===== src/rtl/comet_ii_loader_pkg.sv =====
// Shared types and constants for the COMET II boot loader.
package comet_ii_pkg;

    localparam int ADDR_W    = 16;
    localparam int DATA_W    = 16;
    localparam int HDR_BYTES = 8;

    typedef enum logic [2:0] {
        S_IDLE,
        S_HDR,
        S_DATA,
        S_CSUM,
        S_START,
        S_RUN,
        S_ERR
    } state_t;

    // States in which the byte stream is being consumed.
    function automatic logic takes_bytes(state_t s);
        return (s == S_IDLE) || (s == S_HDR) || (s == S_DATA) || (s == S_CSUM);
    endfunction

endpackage


===== src/rtl/comet_ii_loader_if.sv =====
// Byte-stream input and memory write port of the loader.
interface comet_ii_loader_if;
    import comet_ii_pkg::*;

    logic              in_valid;
    logic [7:0]        in_data;
    logic              in_ready;
    logic              mem_we;
    logic [ADDR_W-1:0] mem_waddr;
    logic [DATA_W-1:0] mem_wdata;

    // Host / memory side.
    modport master (
        output in_valid, in_data,
        input  in_ready, mem_we, mem_waddr, mem_wdata
    );

    // Loader side.
    modport slave (
        input  in_valid, in_data,
        output in_ready, mem_we, mem_waddr, mem_wdata
    );

endinterface


===== src/rtl/comet_ii_loader_rx.sv =====
// Byte-to-word assembler: high-byte latch, running XOR and inter-byte idle timer.
module comet_ii_loader_rx
    import comet_ii_pkg::*;
#(
    parameter logic [15:0] TIMEOUT = 16'hFFFF
) (
    input  logic              mclk,
    input  logic              rst,
    input  logic              i_clear,
    input  logic              i_accept,
    input  logic [7:0]        i_byte,
    input  logic              i_in_frame,
    input  logic              i_in_data,
    input  logic              i_in_csum,
    output logic              o_word_valid,
    output logic [DATA_W-1:0] o_word,
    output logic              o_csum_ok,
    output logic              o_timeout
);

    logic [7:0]  r_hi;
    logic        r_phase;
    logic [7:0]  r_xor;
    logic [15:0] r_idle;

    always_ff @(posedge mclk) begin
        if (rst || i_clear) begin
            r_hi    <= 8'h00;
            r_phase <= 1'b0;
            r_xor   <= 8'h00;
            r_idle  <= 16'h0000;
        end else begin
            // The checksum byte itself is not part of the running XOR.
            if (i_accept && !i_in_csum)
                r_xor <= r_xor ^ i_byte;
            if (i_accept && i_in_data) begin
                r_phase <= ~r_phase;
                if (!r_phase)
                    r_hi <= i_byte;
            end
            if (!i_in_frame || i_accept)
                r_idle <= 16'h0000;
            else if (r_idle != TIMEOUT)
                r_idle <= r_idle + 16'd1;
        end
    end

    assign o_word_valid = i_accept && i_in_data && r_phase;
    assign o_word       = {r_hi, i_byte};
    assign o_csum_ok    = (i_byte == r_xor);
    // Fires on the idle cycle that brings the count up to TIMEOUT.
    assign o_timeout    = i_in_frame && !i_accept && ((r_idle + 16'd1) == TIMEOUT);

endmodule


===== src/rtl/comet_ii_loader.sv =====
// COMET II boot loader: parses a framed byte image into memory, then releases the core.
module comet_ii_loader
    import comet_ii_pkg::*;
#(
    parameter logic [15:0] TIMEOUT    = 16'hFFFF,
    parameter logic [15:0] DEFAULT_SP = 16'h0000
) (
    input  logic              mclk,
    input  logic              rst,
    comet_ii_loader_if.slave  bus,
    input  logic              reload,
    output logic              cpu_rst,
    output logic              cpu_init,
    output logic [ADDR_W-1:0] cpu_pr_init,
    output logic [ADDR_W-1:0] cpu_sp_init,
    output logic              busy,
    output logic              done,
    output logic              err
);

    state_t            r_state;
    logic [2:0]        r_hdr_cnt;
    logic [55:0]       r_hdr;
    logic [ADDR_W-1:0] r_addr;
    logic [15:0]       r_words;
    logic              r_mem_we;
    logic [ADDR_W-1:0] r_mem_waddr;
    logic [DATA_W-1:0] r_mem_wdata;

    logic              w_accept;
    logic              w_in_frame;
    logic [63:0]       w_hdr_next;
    logic              w_word_valid;
    logic [DATA_W-1:0] w_word;
    logic              w_csum_ok;
    logic              w_timeout;

    assign bus.in_ready  = takes_bytes(r_state) && !rst;
    assign bus.mem_we    = r_mem_we;
    assign bus.mem_waddr = r_mem_waddr;
    assign bus.mem_wdata = r_mem_wdata;

    assign w_accept   = bus.in_valid && bus.in_ready;
    assign w_in_frame = (r_state == S_HDR) || (r_state == S_DATA) || (r_state == S_CSUM);
    assign w_hdr_next = {r_hdr, bus.in_data};

    comet_ii_loader_rx #(.TIMEOUT(TIMEOUT)) u_rx (
        .mclk         (mclk),
        .rst          (rst),
        .i_clear      (reload),
        .i_accept     (w_accept),
        .i_byte       (bus.in_data),
        .i_in_frame   (w_in_frame),
        .i_in_data    (r_state == S_DATA),
        .i_in_csum    (r_state == S_CSUM),
        .o_word_valid (w_word_valid),
        .o_word       (w_word),
        .o_csum_ok    (w_csum_ok),
        .o_timeout    (w_timeout)
    );

    always_ff @(posedge mclk) begin
        if (rst) begin
            r_state     <= S_IDLE;
            r_hdr_cnt   <= 3'd0;
            r_hdr       <= '0;
            r_addr      <= '0;
            r_words     <= '0;
            r_mem_we    <= 1'b0;
            r_mem_waddr <= '0;
            r_mem_wdata <= '0;
            cpu_rst     <= 1'b1;
            cpu_init    <= 1'b0;
            cpu_pr_init <= '0;
            cpu_sp_init <= DEFAULT_SP;
            busy        <= 1'b0;
            done        <= 1'b0;
            err         <= 1'b0;
        end else if (reload) begin
            // Any byte or write landing in this cycle is dropped.
            r_state   <= S_IDLE;
            r_hdr_cnt <= 3'd0;
            r_words   <= '0;
            r_mem_we  <= 1'b0;
            cpu_rst   <= 1'b1;
            cpu_init  <= 1'b0;
            busy      <= 1'b0;
            done      <= 1'b0;
            err       <= 1'b0;
        end else begin
            r_mem_we <= 1'b0;
            cpu_init <= 1'b0;
            case (r_state)
                S_IDLE: begin
                    if (w_accept) begin
                        r_hdr     <= w_hdr_next[55:0];
                        r_hdr_cnt <= 3'd1;
                        busy      <= 1'b1;
                        r_state   <= S_HDR;
                    end
                end
                S_HDR: begin
                    if (w_timeout) begin
                        err     <= 1'b1;
                        busy    <= 1'b0;
                        r_state <= S_ERR;
                    end else if (w_accept) begin
                        r_hdr <= w_hdr_next[55:0];
                        if (r_hdr_cnt == 3'(HDR_BYTES - 1)) begin
                            r_addr  <= w_hdr_next[63:48];
                            r_words <= w_hdr_next[47:32];
                            r_state <= (w_hdr_next[47:32] != 16'h0000) ? S_DATA : S_CSUM;
                        end else begin
                            r_hdr_cnt <= r_hdr_cnt + 3'd1;
                        end
                    end
                end
                S_DATA: begin
                    if (w_timeout) begin
                        err     <= 1'b1;
                        busy    <= 1'b0;
                        r_state <= S_ERR;
                    end else if (w_word_valid) begin
                        r_mem_we    <= 1'b1;
                        r_mem_waddr <= r_addr;
                        r_mem_wdata <= w_word;
                        r_addr      <= r_addr + 16'd1;
                        r_words     <= r_words - 16'd1;
                        if (r_words == 16'd1)
                            r_state <= S_CSUM;
                    end
                end
                S_CSUM: begin
                    if (w_timeout) begin
                        err     <= 1'b1;
                        busy    <= 1'b0;
                        r_state <= S_ERR;
                    end else if (w_accept) begin
                        busy <= 1'b0;
                        if (w_csum_ok) begin
                            // Outputs go live together with the START cycle.
                            cpu_init    <= 1'b1;
                            cpu_rst     <= 1'b0;
                            done        <= 1'b1;
                            cpu_pr_init <= r_hdr[31:16];
                            cpu_sp_init <= r_hdr[15:0];
                            r_state     <= S_START;
                        end else begin
                            err     <= 1'b1;
                            r_state <= S_ERR;
                        end
                    end
                end
                S_START: r_state <= S_RUN;
                S_RUN:   r_state <= S_RUN;
                S_ERR:   r_state <= S_ERR;
                default: r_state <= S_IDLE;
            endcase
        end
    end

endmodule


===== src/flat_wrapper.sv =====
// flat-port wrapper written by rule: the top's interface ports become plain ports
module comet_ii_loader_flat import comet_ii_pkg::*;
#(
    parameter logic [15:0] TIMEOUT    = 16'hFFFF,
    parameter logic [15:0] DEFAULT_SP = 16'h0000
)
  (mclk, rst, reload, cpu_rst, cpu_init, cpu_pr_init, cpu_sp_init, busy, done, err, bus_in_valid, bus_in_data, bus_in_ready, bus_mem_we, bus_mem_waddr, bus_mem_wdata);
  comet_ii_loader_if bus_i ();
  input  logic mclk;
  input  logic rst;
  input  logic reload;
  output logic cpu_rst;
  output logic cpu_init;
  output logic [ADDR_W-1:0] cpu_pr_init;
  output logic [ADDR_W-1:0] cpu_sp_init;
  output logic busy;
  output logic done;
  output logic err;
  input wire logic [$bits(bus_i.in_valid)-1:0] bus_in_valid;
  input wire logic [$bits(bus_i.in_data)-1:0] bus_in_data;
  output wire logic [$bits(bus_i.in_ready)-1:0] bus_in_ready;
  output wire logic [$bits(bus_i.mem_we)-1:0] bus_mem_we;
  output wire logic [$bits(bus_i.mem_waddr)-1:0] bus_mem_waddr;
  output wire logic [$bits(bus_i.mem_wdata)-1:0] bus_mem_wdata;
  assign bus_i.in_valid = bus_in_valid;
  assign bus_i.in_data = bus_in_data;
  assign bus_in_ready = bus_i.in_ready;
  assign bus_mem_we = bus_i.mem_we;
  assign bus_mem_waddr = bus_i.mem_waddr;
  assign bus_mem_wdata = bus_i.mem_wdata;
  comet_ii_loader #(.TIMEOUT(TIMEOUT), .DEFAULT_SP(DEFAULT_SP)) u_core (.mclk(mclk), .rst(rst), .bus(bus_i), .reload(reload), .cpu_rst(cpu_rst), .cpu_init(cpu_init), .cpu_pr_init(cpu_pr_init), .cpu_sp_init(cpu_sp_init), .busy(busy), .done(done), .err(err));
endmodule

===== config.mk =====
export PLATFORM = sky130hd
export DESIGN_NAME = comet_ii_loader_flat
export DESIGN_NICKNAME = d
export VERILOG_FILES = /design/src/rtl/comet_ii_loader_pkg.sv /design/src/rtl/comet_ii_loader_if.sv /design/src/rtl/comet_ii_loader_rx.sv /design/src/rtl/comet_ii_loader.sv /design/src/flat_wrapper.sv
export SDC_FILE = /design/constraint.sdc
export NUM_CORES = 1
export LEC_CHECK = 0
export CORE_UTILIZATION = 55
export DETAILED_ROUTE_END_ITERATION = 7
export GPL_TIMING_DRIVEN = 0
export PLACE_DENSITY = 0.77
export SLEW_MARGIN = 20
export SYNTH_ARGS = -nofsm -noshare
export SYNTH_HDL_FRONTEND = slang
export SYNTH_HIERARCHICAL = 1
export SYNTH_SLANG_ARGS = --single-unit

===== constraint.sdc =====
create_clock -name mclk -period 7.3 [get_ports mclk]
set_input_delay 0.73 -clock mclk [delete_from_list [all_inputs] [get_ports mclk]]
set_output_delay 0.73 -clock mclk [all_outputs]
set_load 0.02 [all_outputs]

==> flow_summary.json <==
{
  "use_met1": 0.3775,
  "portBuffers": 82,
  "firstDrtPassIters": 5,
  "grtUsageMet3": 0.06200,
  "fillers": 1299,
  "vias_per_cell": 5.760,
  "cts_resized": 0,
  "drive_gt1_frac": 0.07386,
  "busiest_layer": "met2",
  "critPathCapture": "u_core/cpu_pr_init[10]",
  "cp.depth": 16,
  "grt.total_usage": 0.2880,
  "rsz0062_at_grt": "false",
  "synthTopCellsByArea": "dfxtp_1, nand2_1, a21oi_1",
  "critPathBufInv": 5,
  "core_area_um2": 15150,
  "yosysWarnings": 6,
  "regArea_um2": 3944,
  "cts.sinks": 197,
  "grt_overflow": 0,
  "syn2layout_area_growth_pct": 19.45,
  "root_buffer": "clkbuf_16",
  "synth_edf_count": 0,
  "synth_top_area_share": 0.4640,
  "synth-main-ff-cell": "dfxtp_1",
  "synth_fp_nets": 1110,
  "max_freq_ghz": 0.2260,
  "ios": 83,
  "avgSynthCellArea_um2": 7.790,
  "vias": 8024,
  "htree_levels": 4,
  "synthCells": 1091,
  "wl_um": 22660,
  "hold_class": "flip-flop to flip-flop",
  "critPathMaxStageDelay_ns": 0.63,
  "slowest_stage": "nor4_1",
  "cp.required_ns": 7.67,
  "setup_violations": 0,
  "crit_type": "primary input to flip-flop",
  "rr_worst_depth": 14,
  "setup.worst_path.start": "rst",
  "antenna_found_initial": 0,
  "cellPowerDensity_nw_per_um2": 205.9,
  "yosysSeqAreaShare": 0.4640,
  "synth_top_area_cell": "dfxtp_1",
  "ys_ff_latch": 197,
  "place.gp.congestion": 0.9177,
  "multi_input_area_um2": 4088,
  "path_clk_slew_ns": 0.07,
  "cts_setup_buffers": 0,
  "drc": 0,
  "fin_skew_ns": 0.01194,
  "r2r-end": "u_core/cpu_pr_init[10]",
  "irDropWorstVdd_mv": 0.1597,
  "tns_ns": 0,
  "initial_core_util": 0.5612,
  "cts_tree": "built",
  "timing.final.crit_share": 0.6063,
  "worstSkewPairLatency_ns": 0.44,
  "place_hpwl_um": 15890,
  "grt_max_degree": 20,
  "grt_pass1_vias": 7220,
  "nets": 1211,
  "fin_crit_ns": 4.426,
  "path_max_fanout": 10,
  "reg2reg_slack_ns": 3.35,
  "dieArea_um2": 15950,
  "cts_buffers": 17,
  "worstPathArrival_ns": 4.79,
  "worstSetupEndpointType": "flip-flop",
  "n_antenna_cell": 0,
  "reg2reg_from": "u_core/r_state[2]",
  "post_drt_wl_per_cell_um": 16.27,
  "power_leakage_uw": 0.003392,
  "synth_cell_types": 60,
  "tightestPinTransition_ns": 0.8874,
  "chipWidth_um": 126.3,
  "die_y_um": 126.3,
  "cap_violations": 0,
  "critPathLaunchType": "primary input",
  "synth_area_um2": 8499,
  "crit_chain": "clkdlybuf4s50_1, clkbuf_1, nand2b_1, nor2_1, nand2b_1, nor4_1, o221ai_1, nor4_1, buf_2, nand3b_1, nor3_1, nand2b_1, clkbuf_1, clkbuf_1, nand2_1, a21oi_1",
  "crit_family": "simple AND/OR/NAND/NOR gates",
  "outcome": "finished clean",
  "utilization": 0.6703,
  "relSlewSlack": 0.4062,
  "ant_nets": 0,
  "use_met2": 0.4618,
  "grt_pass1_wl_um": 36320,
  "drt_iter0_drc": 761,
  "hold_viol": 0,
  "slew_viol_final": 0,
  "postCtsHoldBufs": 0,
  "fp-row-count": 45,
  "clk_path_buf_depth": 2,
  "async_reset_ff_frac": 0
}
==> placed cells by master, fill, tap and decap left out, types with 5 or more instances in the layout <==
cell type / netlist / layout
clkdlybuf4s50_1: 0 / 82
buf_4: 16 / 16
nand2_1: 306 / 306
clkbuf_16: 0 / 17
ha_1: 7 / 7
a21oi_1: 177 / 177
o21a_1: 7 / 7
nand3b_1: 5 / 5
buf_2: 23 / 23
nor2_1: 58 / 58
clkbuf_1: 45 / 45
nand2b_1: 7 / 7
xor2_1: 12 / 12
o21ai_0: 34 / 34
a31oi_1: 6 / 6
dfxtp_1: 197 / 197
nand3_1: 19 / 19
mux2i_1: 8 / 8
inv_1: 12 / 12
and3_1: 6 / 6
and2_1: 8 / 8
xnor2_1: 13 / 13
o31ai_1: 7 / 7
nor3_1: 22 / 22
nand4_1: 10 / 10
nor4_1: 14 / 14
a32o_1: 7 / 7
==> tightest hold or removal path: stages (launching register included) <==
cell and delay [ns]:
dfxtp_1 0.31, nand2_1 0.05, a21oi_1 0.05
==> flip-flops by register name, indices dropped and copies added, names as in the netlist, 16 cells and up <==
| signal | count |
|---|---|
| u_core/r_hdr | 56 |
| u_core/u_rx/r_idle | 16 |
| u_core/cpu_sp_init | 16 |
| u_core/r_addr | 16 |
| u_core/r_words | 16 |
| u_core/bus.mem_wdata | 16 |
| u_core/bus.mem_waddr | 16 |
| u_core/cpu_pr_init | 16 |
==> per-stage QoR <==
stage / hold WS (ns) / cell area (um2) / power [uW] / setup slack [ns] / cells
after CTS: 0.4570 / 10150 / 2103 / 2.897 / 1393
after global placement: 0.4413 / 9555 / 1179 / 2.533 / 1361
after global routing: 0.4668 / 10150 / 2151 / 2.494 / 1393
after detailed placement: 0.4470 / 9555 / 1180 / 2.447 / 1361
final: 0.4538 / 10150 / 2091 / 2.874 / 1393
after floorplan: 0.4315 / 8499 / 1151 / 3.857 / 1091
==> report_power, final <==
part	switching, uW	leakage (uW)	internal (uW)	total, uW
clock network	448	0.000282	487	935
registers	3.31	0.00159	1080	1080
logic	50.8	0.00152	24.4	75.2
total	502	0.00339	1590	2090
==> cell type report <==
class,count,area share
multi-input cells,795,0.4026
repair buffers,82,0.08085
well taps,188,0.02317
flip-flops and latches,197,0.3885
clock buffers,17,0.04190
inverters,14,0.005176
clock inverters,15,0.01688
plain buffers,85,0.04092
==> metal layers <==
layer | wire length, um | vias up
met4 | 619 | 0
met3 | 1568 | 53
met2 | 10500 | 295
met1 | 9977 | 3758
met5 | 0 | -
li1 | - | 3918
==> kinds of logic after synthesis <==
kind of cell             synth area share
AND/OR/NAND/NOR                    0.2541
XOR/XNOR                          0.02576
flip-flops                         0.4640
AO/OA/AOI/OAI                      0.1814
multiplexers                     0.009422
adder cells (fa/ha/maj)           0.01030
buffers and inverters             0.05506
==> Yosys cell counts, types with 3 or more instances <==
cell type / instances
or2_2: 4
a211oi_1: 3
nor4_1: 14
and4_1: 4
xnor2_1: 13
nand2_1: 306
a22oi_1: 4
a21oi_1: 177
inv_1: 12
nor2_1: 58
or4_1: 3
o31ai_1: 7
a31oi_1: 6
a32o_1: 7
nand4_1: 10
xor2_1: 12
nand3b_1: 5
and2_1: 8
buf_2: 23
mux2i_1: 8
nor3_1: 22
o21a_1: 7
o21ai_0: 34
nor3b_1: 3
buf_4: 16
nand3_1: 19
clkbuf_1: 45
nor2b_1: 3
ha_1: 7
o32ai_1: 3
dfxtp_1: 197
and3_1: 6
nand2b_1: 7
a21o_1: 3
==> how the worst min path moves through the flow <==
| stage | cells past startpoint | startpoint | to |
|---|---|---|---|
| 6_report | 2 | u_core/bus.mem_waddr[10] | u_core/bus.mem_waddr[10] |
| 4_1_cts | 2 | u_core/bus.mem_wdata[13] | u_core/bus.mem_wdata[13] |
| 3_5_place_dp | 2 | u_core/bus.mem_wdata[13] | u_core/bus.mem_wdata[13] |
| 2_1_floorplan | 2 | u_core/u_rx/r_hi[3] | u_core/bus.mem_wdata[11] |
| 3_3_place_gp | 2 | u_core/bus.mem_wdata[15] | u_core/bus.mem_wdata[15] |
| 5_1_grt | 2 | u_core/bus.mem_waddr[0] | u_core/bus.mem_waddr[0] |
Power figures use the tool's default switching activity.
